**src/rtl/simd_loop_sequencer.sv**
```systemverilog
// Loop sequencer in front of the SIMD iterators: forwards ordinary instructions,
// captures a LOOP_CONFIG body and replays it back-to-back with in_loop asserted.
module simd_loop_sequencer #(
   parameter int OPCODE_BITS      = 4,
   parameter int FUNCTION_BITS    = 4,
   parameter int NS_ID_BITS       = 3,
   parameter int NS_INDEX_ID_BITS = 5,
   parameter int INST_WIDTH       = OPCODE_BITS + FUNCTION_BITS + 3*(NS_ID_BITS + NS_INDEX_ID_BITS),
   parameter int BODY_DEPTH       = 2**NS_INDEX_ID_BITS,
   parameter int ITER_BITS        = 2*(NS_ID_BITS + NS_INDEX_ID_BITS)
) (
   input  logic                        clk,
   input  logic                        reset,
   input  logic [INST_WIDTH-1:0]       inst_in,
   input  logic                        inst_valid,
   output logic                        inst_ready,
   output logic [OPCODE_BITS-1:0]      opcode,
   output logic [FUNCTION_BITS-1:0]    fn,
   output logic [NS_ID_BITS-1:0]       dest_ns_id,
   output logic [NS_INDEX_ID_BITS-1:0] dest_ns_index_id,
   output logic [NS_ID_BITS-1:0]       src1_ns_id,
   output logic [NS_INDEX_ID_BITS-1:0] src1_ns_index_id,
   output logic [NS_ID_BITS-1:0]       src2_ns_id,
   output logic [NS_INDEX_ID_BITS-1:0] src2_ns_index_id,
   output logic                        in_loop,
   output logic                        out_valid,
   output logic                        loop_done,
   output logic                        busy,
   output logic                        loop_err
);

   localparam int FIELD_BITS   = NS_ID_BITS + NS_INDEX_ID_BITS;
   localparam int SRC2_IDX_LSB = 0;
   localparam int SRC2_ID_LSB  = NS_INDEX_ID_BITS;
   localparam int SRC1_IDX_LSB = FIELD_BITS;
   localparam int SRC1_ID_LSB  = FIELD_BITS + NS_INDEX_ID_BITS;
   localparam int DEST_IDX_LSB = 2*FIELD_BITS;
   localparam int DEST_ID_LSB  = 2*FIELD_BITS + NS_INDEX_ID_BITS;
   localparam int FN_LSB       = 3*FIELD_BITS;
   localparam int OP_LSB       = 3*FIELD_BITS + FUNCTION_BITS;
   localparam int PTR_BITS     = NS_INDEX_ID_BITS;

   localparam logic [OPCODE_BITS-1:0]   OP_NOP  = '1;
   localparam logic [OPCODE_BITS-1:0]   OP_LOOP = OPCODE_BITS'(7);
   localparam logic [FUNCTION_BITS-1:0] FN_LOOP = '0;

   localparam logic [1:0] IDLE  = 2'd0;
   localparam logic [1:0] FILL  = 2'd1;
   localparam logic [1:0] ISSUE = 2'd2;

   logic [1:0]            r_state;
   logic [ITER_BITS-1:0]  r_iterCount;
   logic [ITER_BITS-1:0]  r_iter;
   logic [PTR_BITS-1:0]   r_lastIdx;
   logic [PTR_BITS-1:0]   r_wrPtr;
   logic [PTR_BITS-1:0]   r_rdPtr;
   logic                  r_loopErr;
   logic [INST_WIDTH-1:0] r_outInst;
   logic                  r_outValid;
   logic                  r_inLoop;
   logic                  r_loopDone;
   logic [INST_WIDTH-1:0] r_buf [BODY_DEPTH];

   logic [INST_WIDTH-1:0] w_nopInst;
   logic                  w_accept;
   logic                  w_isCfg;
   logic                  w_fillLast;
   logic                  w_rdWrap;
   logic                  w_lastIssue;

   assign w_nopInst   = {OP_NOP, {(INST_WIDTH-OPCODE_BITS){1'b0}}};
   assign inst_ready  = reset && (r_state != ISSUE);
   assign busy        = (r_state != IDLE);
   assign w_accept    = inst_valid && inst_ready;
   assign w_isCfg     = (inst_in[OP_LSB +: OPCODE_BITS] == OP_LOOP) &&
                        (inst_in[FN_LSB +: FUNCTION_BITS] == FN_LOOP);
   assign w_fillLast  = (r_state == FILL) && w_accept && (r_wrPtr == r_lastIdx);
   assign w_rdWrap    = (r_rdPtr == r_lastIdx);
   assign w_lastIssue = (r_state == ISSUE) && w_rdWrap &&
                        (r_iter == r_iterCount - ITER_BITS'(1));

   // A body-length field of 0 wraps to the last buffer index, i.e. a full-depth body.
   always_ff @(posedge clk or negedge reset) begin
      if (!reset) begin
         r_state     <= IDLE;
         r_iterCount <= '0;
         r_iter      <= '0;
         r_lastIdx   <= '0;
         r_wrPtr     <= '0;
         r_rdPtr     <= '0;
         r_loopErr   <= 1'b0;
      end else begin
         case (r_state)
            IDLE: begin
               if (w_accept && w_isCfg) begin
                  r_iterCount <= inst_in[ITER_BITS-1:0];
                  r_lastIdx   <= inst_in[DEST_IDX_LSB +: NS_INDEX_ID_BITS] - PTR_BITS'(1);
                  r_wrPtr     <= '0;
                  r_state     <= FILL;
               end
            end
            FILL: begin
               if (w_accept) begin
                  r_wrPtr <= r_wrPtr + PTR_BITS'(1);
                  if (w_isCfg) begin
                     r_loopErr <= 1'b1;
                  end
                  if (w_fillLast) begin
                     r_rdPtr <= '0;
                     r_iter  <= '0;
                     r_state <= (r_iterCount != '0) ? ISSUE : IDLE;
                  end
               end
            end
            ISSUE: begin
               r_rdPtr <= w_rdWrap ? '0 : r_rdPtr + PTR_BITS'(1);
               if (w_rdWrap) begin
                  r_iter <= r_iter + ITER_BITS'(1);
               end
               if (w_lastIssue) begin
                  r_state <= IDLE;
               end
            end
            default: r_state <= IDLE;
         endcase
      end
   end

   // Body storage is deliberately left out of reset.
   always_ff @(posedge clk) begin
      if ((r_state == FILL) && w_accept) begin
         r_buf[r_wrPtr] <= w_isCfg ? w_nopInst : inst_in;
      end
   end

   always_ff @(posedge clk or negedge reset) begin
      if (!reset) begin
         r_outInst  <= w_nopInst;
         r_outValid <= 1'b0;
         r_inLoop   <= 1'b0;
         r_loopDone <= 1'b0;
      end else begin
         r_outInst  <= w_nopInst;
         r_outValid <= 1'b0;
         r_inLoop   <= 1'b0;
         r_loopDone <= 1'b0;
         if ((r_state == IDLE) && w_accept && !w_isCfg) begin
            r_outInst  <= inst_in;
            r_outValid <= 1'b1;
         end else if (r_state == ISSUE) begin
            r_outInst  <= r_buf[r_rdPtr];
            r_outValid <= 1'b1;
            r_inLoop   <= 1'b1;
            r_loopDone <= w_lastIssue;
         end
      end
   end

   assign opcode           = r_outInst[OP_LSB +: OPCODE_BITS];
   assign fn               = r_outInst[FN_LSB +: FUNCTION_BITS];
   assign dest_ns_id       = r_outInst[DEST_ID_LSB +: NS_ID_BITS];
   assign dest_ns_index_id = r_outInst[DEST_IDX_LSB +: NS_INDEX_ID_BITS];
   assign src1_ns_id       = r_outInst[SRC1_ID_LSB +: NS_ID_BITS];
   assign src1_ns_index_id = r_outInst[SRC1_IDX_LSB +: NS_INDEX_ID_BITS];
   assign src2_ns_id       = r_outInst[SRC2_ID_LSB +: NS_ID_BITS];
   assign src2_ns_index_id = r_outInst[SRC2_IDX_LSB +: NS_INDEX_ID_BITS];
   assign in_loop          = r_inLoop;
   assign out_valid        = r_outValid;
   assign loop_done        = r_loopDone;
   assign loop_err         = r_loopErr;

endmodule

```
**config.mk**
```make
export PLATFORM = sky130hd
export DESIGN_NAME = simd_loop_sequencer
export DESIGN_NICKNAME = d
export VERILOG_FILES = /design/src/rtl/simd_loop_sequencer.sv
export SDC_FILE = /design/constraint.sdc
export NUM_CORES = 1
export LEC_CHECK = 0
export CELL_PAD_IN_SITES_DETAIL_PLACEMENT = 0
export CELL_PAD_IN_SITES_GLOBAL_PLACEMENT = 2
export CORE_ASPECT_RATIO = 0.5
export CORE_MARGIN = 8
export CORE_UTILIZATION = 45
export CTS_CLUSTER_DIAMETER = 120
export CTS_CLUSTER_SIZE = 16
export DETAILED_ROUTE_END_ITERATION = 10
export DONT_BUFFER_PORTS = 1
export PLACE_DENSITY = 0.8
export SYNTH_ARGS = -nofsm -noshare
export SYNTH_HDL_FRONTEND = slang
export SYNTH_SLANG_ARGS = --single-unit
```
**constraint.sdc**
```tcl
create_clock -name clk -period 6.35 [get_ports clk]
set_clock_uncertainty 0.15 [all_clocks]
set_input_delay 0 -clock clk [delete_from_list [all_inputs] [get_ports clk]]
set_output_delay 0 -clock clk [all_outputs]
set_load 0.02 [all_outputs]
```
Word-level counts from Yosys, hierarchy flattened
Memory sizes are Yosys's and may differ from the RTL's.
Index checks and enable logic that the tools add are counted.
Word-level totals
  bits in registers: 85
  bits in writable memories: 1024
  input bits: 35
  output and inout bits: 38
  word-level logic and storage cells: 79
  memories kept: 1
Cells by class
  add/subtract/negate cells: 5
  equal/unequal tests: 12
  multiplexer cells: 27
  reduce and logical (&&, ||, !) cells: 23
Memories
  r_buf: words 32, width 32, rd ports 1, clocked after Yosys merged registers in 0, write ports 1, RTL line 62  | logic [INST_WIDTH-1:0] r_buf [BODY_DEPTH];
Operators by type and width (number)
  $mux 32: 3
  $mux 16: 3
  $pmux 16 s2: 1
  $mux 5: 5
  $pmux 5 s2: 2
  $add 16x1->16 const B: 1
  $eq 16x16->1: 1
  $reduce_bool 16->1: 1
  $sub 16x1->16 const B: 1
  $ne 2x2->1 const B: 6
  $add 5x1->5 const B: 2
  $eq 5x5->1: 2
  $logic_and 1x1->1: 10
  $mux 2: 5
  $reduce_and 3->1: 3
  $reduce_and 4->1: 2
  $mux 1: 7
  $pmux 2 s3: 1
  $reduce_bool 2->1: 3
  $sub 5x1->5 const B: 1
  $eq 4x3->1 const B: 1
  $logic_not 4->1: 1
  $eq 2x1->1 const B: 1
  $eq 2x2->1 const B: 1
  3 further kinds: 3

Depth between registers and ports, before layout
  word-level depth: 8
  mapped depth: 10

Worst setup path before layout
No wires, ideal clock.
  path kind: register to register
  from: register r_wrPtr[3]
  to: memory r_buf[15][0] (netlist bit), enable pin
  data arrival time: 2384 ps
  required time: 5778 ps
  setup slack: 3394 ps
  cell stages (with the launch flop): 5
  buffers on the path: 1
  clock period less this slack: 2956 ps
  path through: dfrtp_1 -> clkbuf_1 -> nand2_1 -> or2_2 -> nor2_1
RTL lines
  start: declaration: RTL line 55  | logic [PTR_BITS-1:0] r_wrPtr;
  start signal: assignment: RTL line 104  | r_wrPtr <= r_wrPtr + PTR_BITS'(1);
  end: declaration: RTL line 62
Straight into the memory's write port.

Final worst setup path
  from: register r_rdPtr[2]
  to: register r_outInst[19]
Between the ends
  cells in the longest elaborated chain, start to end: 3
Ends and longest elaborated chain
  start: declaration: RTL line 56  | logic [PTR_BITS-1:0] r_rdPtr;
  start signal: assignment: RTL line 116  | r_rdPtr <= w_rdWrap ? '0 : r_rdPtr + PTR_BITS'(1);
  $mem_v2 32x32
  $mux 32: RTL line 150  | end else if (r_state == ISSUE) begin
  $mux 32: RTL line 147  | if ((r_state == IDLE) && w_accept && !w_isCfg) begin
  end signal: assignment: RTL line 143  | r_outInst <= w_nopInst;
  end signal: assignment: RTL line 148  | r_outInst <= inst_in;
  end signal: assignment: RTL line 151  | r_outInst <= r_buf[r_rdPtr];
  end: declaration: RTL line 58  | logic [INST_WIDTH-1:0] r_outInst;
No other way between the ends.
A chain may end at the register's enable or synchronous reset.

==> run summary <==
Status - finished with violations
Failing checks - negative hold slack
Worst hold-check path type - in -> reg
Hold Crit Start - inst_in[21]
Post-Place Worst Slack - 3.01 ns
Die Height - 236 microns
Antenna viol nets, final - 0
Worst path slowest cell - dfrtp_4
Levels on crit path - 8
Maximum clock path buffer count - 3
Fin Setup TNS - 0 ns
GRT Total Usage - 19.5%
Num CTS Buffers - 79
DR WL/cell - 30.1 microns
DRT Pass-1 Iters - 5
Slew Limit Fails - 0
Detailed Route Iter0 Violations - 2,349
Syn. warnings - 0
Routability cong. - 0.745
Hold WS - -0.0170 ns
H-tree Lvls - 3
Worst Setup Start Kind - flop
R2r endpoint - r_outInst[19]$_DFF_PN0_
Fin nets - 2,259
Initial core utilization - 45.6%
Final Hold Viols - 24
# hold bufs at CTS - 73
Worst Setup End Kind - flop
Crit share post-route - 62.1%
Non-Filler Instances - 3,542
Final WL - 107,000 microns
Cell area after layout - 48,600 sq um
Asr flop ratio synth - 7.66%
Final Critical Period - 3.94 ns
Row count - 80
Placed cell count - 3,332
Register area share after synthesis - 75.4%
Yosys cell types - 62
Worst path required time - 6.81 ns
Area post-placement - 45,400 sq um
Die X - 456 microns
Main synth FF type - edfxtp_1
Die Footprint - 108,000 sq um
Post-Syn Area per Cell - 20.5 sq um
Post-synth EDFFs - 1,024
Fin util - 50.8%
Fmax achieved - 254 MHz
Worst-margin pin slew - 1.25 ns
Worst Hold Depth - 1
Via count - 21,400
Syn nets - 2,172
IO Pins - 73
Synth Instances - 2,128
Share of cells above drive strength 1 - 24.4%
DR vias/cell - 6.03
CP Cell Sequence - buf_12 -> mux4_2 -> mux2i_1 -> nand2_1 -> o21ai_1 -> a211oi_1 -> a21o_1 -> dlygate4sd3_1
Clock latency on the worst-skew pair - 0.67 ns
Post-CTS setup buffers - 0
Max-cap violations - 0
CTS clk-pin slew, worst paths - 0.08 ns
Worst reg2reg path startpoint - r_rdPtr[2]$_DFFE_PN0P_
Crit path largest cell delay - 0.99 ns
Post-route worst setup slack - 2.41 ns
Crit path buf inv count - 2
Worst-case reg-to-reg path depth - 8
Initial antenna violation count - 2
Synthesis-stage register bit count - 1,109
First-pass GRT wire length - 154,000 microns
Number of antenna diodes - 0
RSZ-0062 raised after global routing - false
Reg-to-reg setup timing slack - 2.41 ns
Buffers on Ports - 0
CTS Root Cell - clkbuf_16
Post_cts resized - 0
Area Growth Syn to Fin - 11.3%
Post-route DRC - 0
Leakage - 15.2 nW
Crit path kind - reg -> reg
Netlist Area Pre-Place - 43,600 sq um
Sink Count - 1,109
Core box area - 95,700 sq um
Total congestion overflow - 0
Worst slew margin - 16.9%
Largest net degree at the start of global routing - 92
Power Dens Cells - 362 nW/um^2
Number of global-route vias before repair - 21,200
Final Power - 17.6 mW
Setup violators final - 0
CTS tree - done
Crit path max fanout - 73
Hold Crit Endpoint - r_buf[6][21]$_DFFE_PP_
Crit path DAT - 4.40 ns
Max VDD drop - 0.259 mV
Post-DP HPWL - 59,200 microns
Delay-heaviest family, CP - compound AO/OA/AOI/OAI gates
[area by class of cell]
cell class / instances / area (sq um)
well taps: 1271 / 1590
inverters: 11 / 41.3
multi-input cells: 887 / 10400
flip-flops and latches: 1109 / 32900
fillers: 7515 / 47100
repair buffers: 127 / 1310
clock buffers: 130 / 2190
clock inverters: 7 / 105
[synth_stat cells, types with 4 or more instances]
cell,count,share of area [%]
nand3_1,6,0.069
a21oi_1,9,0.10
edfxtp_1,1024,70
ha_1,9,0.26
o31ai_1,5,0.086
a21o_1,22,0.38
buf_4,5,0.086
nor2_1,68,0.59
o21a_1,5,0.086
and2_1,28,0.40
mux2i_1,30,0.69
or3_1,4,0.057
a211oi_1,28,0.48
o21ai_1,41,0.47
o2111ai_1,5,0.10
nor2b_1,5,0.072
dfrtp_1,81,4.6
nand2b_1,7,0.10
mux2_2,89,2.3
inv_1,10,0.086
o22ai_1,35,0.50
nand2_1,109,0.94
dfstp_2,4,0.24
xnor2_1,23,0.46
o21ai_0,9,0.10
buf_1,9,0.077
xor2_1,21,0.42
clkbuf_1,67,0.58
nand4_1,11,0.16
nor3_1,8,0.092
nand4b_1,4,0.080
mux2_1,5,0.13
mux4_2,258,13
buf_2,39,0.45
[flip-flops by register name, indices dropped and copies added, names as in the netlist, 2 cells and up]
name,cells
r_rdPtr,5
r_iter,16
r_buf,1024
r_iterCount,16
r_outInst,32
r_lastIdx,5
r_wrPtr,5
r_state,2
[kinds of logic (layout without fill, tap and decap cells)]
group | count (synthesis) | count (layout) | share of synthesized area (%)
flops | 1109 | 1109 | 75.4
mux | 382 | 382 | 16.4
simple gates | 279 | 279 | 3.13
compound gates | 172 | 172 | 2.57
buf+inv | 132 | 275 | 1.30
xor+xnor | 45 | 45 | 0.946
fa+ha+maj | 9 | 9 | 0.258
[routing by layer]
layer / GRT usage, % / part of all wire, %
met1: 28.8 / 44
met5: 0 / 0
met2: 29.6 / 46
met3: 4.93 / 8.4
met4: 3.57 / 1.6
[worst max-delay path by stage]
| stage | from | end | slack (ns) |
|---|---|---|---|
| floorplan | r_wrPtr[3]$_DFFE_PN0P_ | r_buf[15][0]$_DFFE_PP_ | 3.39 |
| global placement | r_rdPtr[2]$_DFFE_PN0P_ | r_outInst[19]$_DFF_PN0_ | 3.01 |
| detailed placement | r_rdPtr[2]$_DFFE_PN0P_ | r_outInst[19]$_DFF_PN0_ | 3.01 |
| CTS | r_rdPtr[2]$_DFFE_PN0P_ | r_outInst[19]$_DFF_PN0_ | 2.49 |
| global route | r_rdPtr[2]$_DFFE_PN0P_ | r_outInst[19]$_DFF_PN0_ | 2.33 |
| finish | r_rdPtr[2]$_DFFE_PN0P_ | r_outInst[19]$_DFF_PN0_ | 2.41 |
[report_power, final]
group | internal [mW] | total (mW) | switching [mW]
clock network | 2.38 | 4.83 | 2.45
logic | 1.99 | 4.10 | 2.11
registers | 8.14 | 8.67 | 0.521
[cells in the final DEF (no fill, tap or decap), types with 4 or more instances in the layout]
master         count
o2111ai_1          5
inv_1             10
o31ai_1            5
nor2_4            32
dlygate4sd3_1     65
nand3_1            6
mux2i_1           30
mux4_2           258
or3_1              4
nand4b_1           4
ha_1               9
mux2_1             5
o21ai_0            9
o22ai_1           35
xor2_1            21
xnor2_1           23
nand2b_1           5
nor2_1            35
clkbuf_16         80
a21o_1            22
nand2_1          109
buf_4             48
and2_1            29
clkbuf_1          50
nor2b_1            5
dfstp_2            4
nor3_1             7
nand4_1           11
dfrtp_1           76
o21a_1             5
buf_12            12
o21ai_1           41
a21oi_1            9
edfxtp_1        1024
a211oi_1          28
mux2_2            89
[worst reg2reg max path, stage by stage (launching register included)]
cell and delay (ns):
dfrtp_4 0.99, buf_12 0.46, mux4_2 0.45, mux2i_1 0.07, nand2_1 0.08, o21ai_1 0.13
a211oi_1 0.89, a21o_1 0.14, dlygate4sd3_1 0.54
Note: power is estimated with default switching activity, not from simulation.
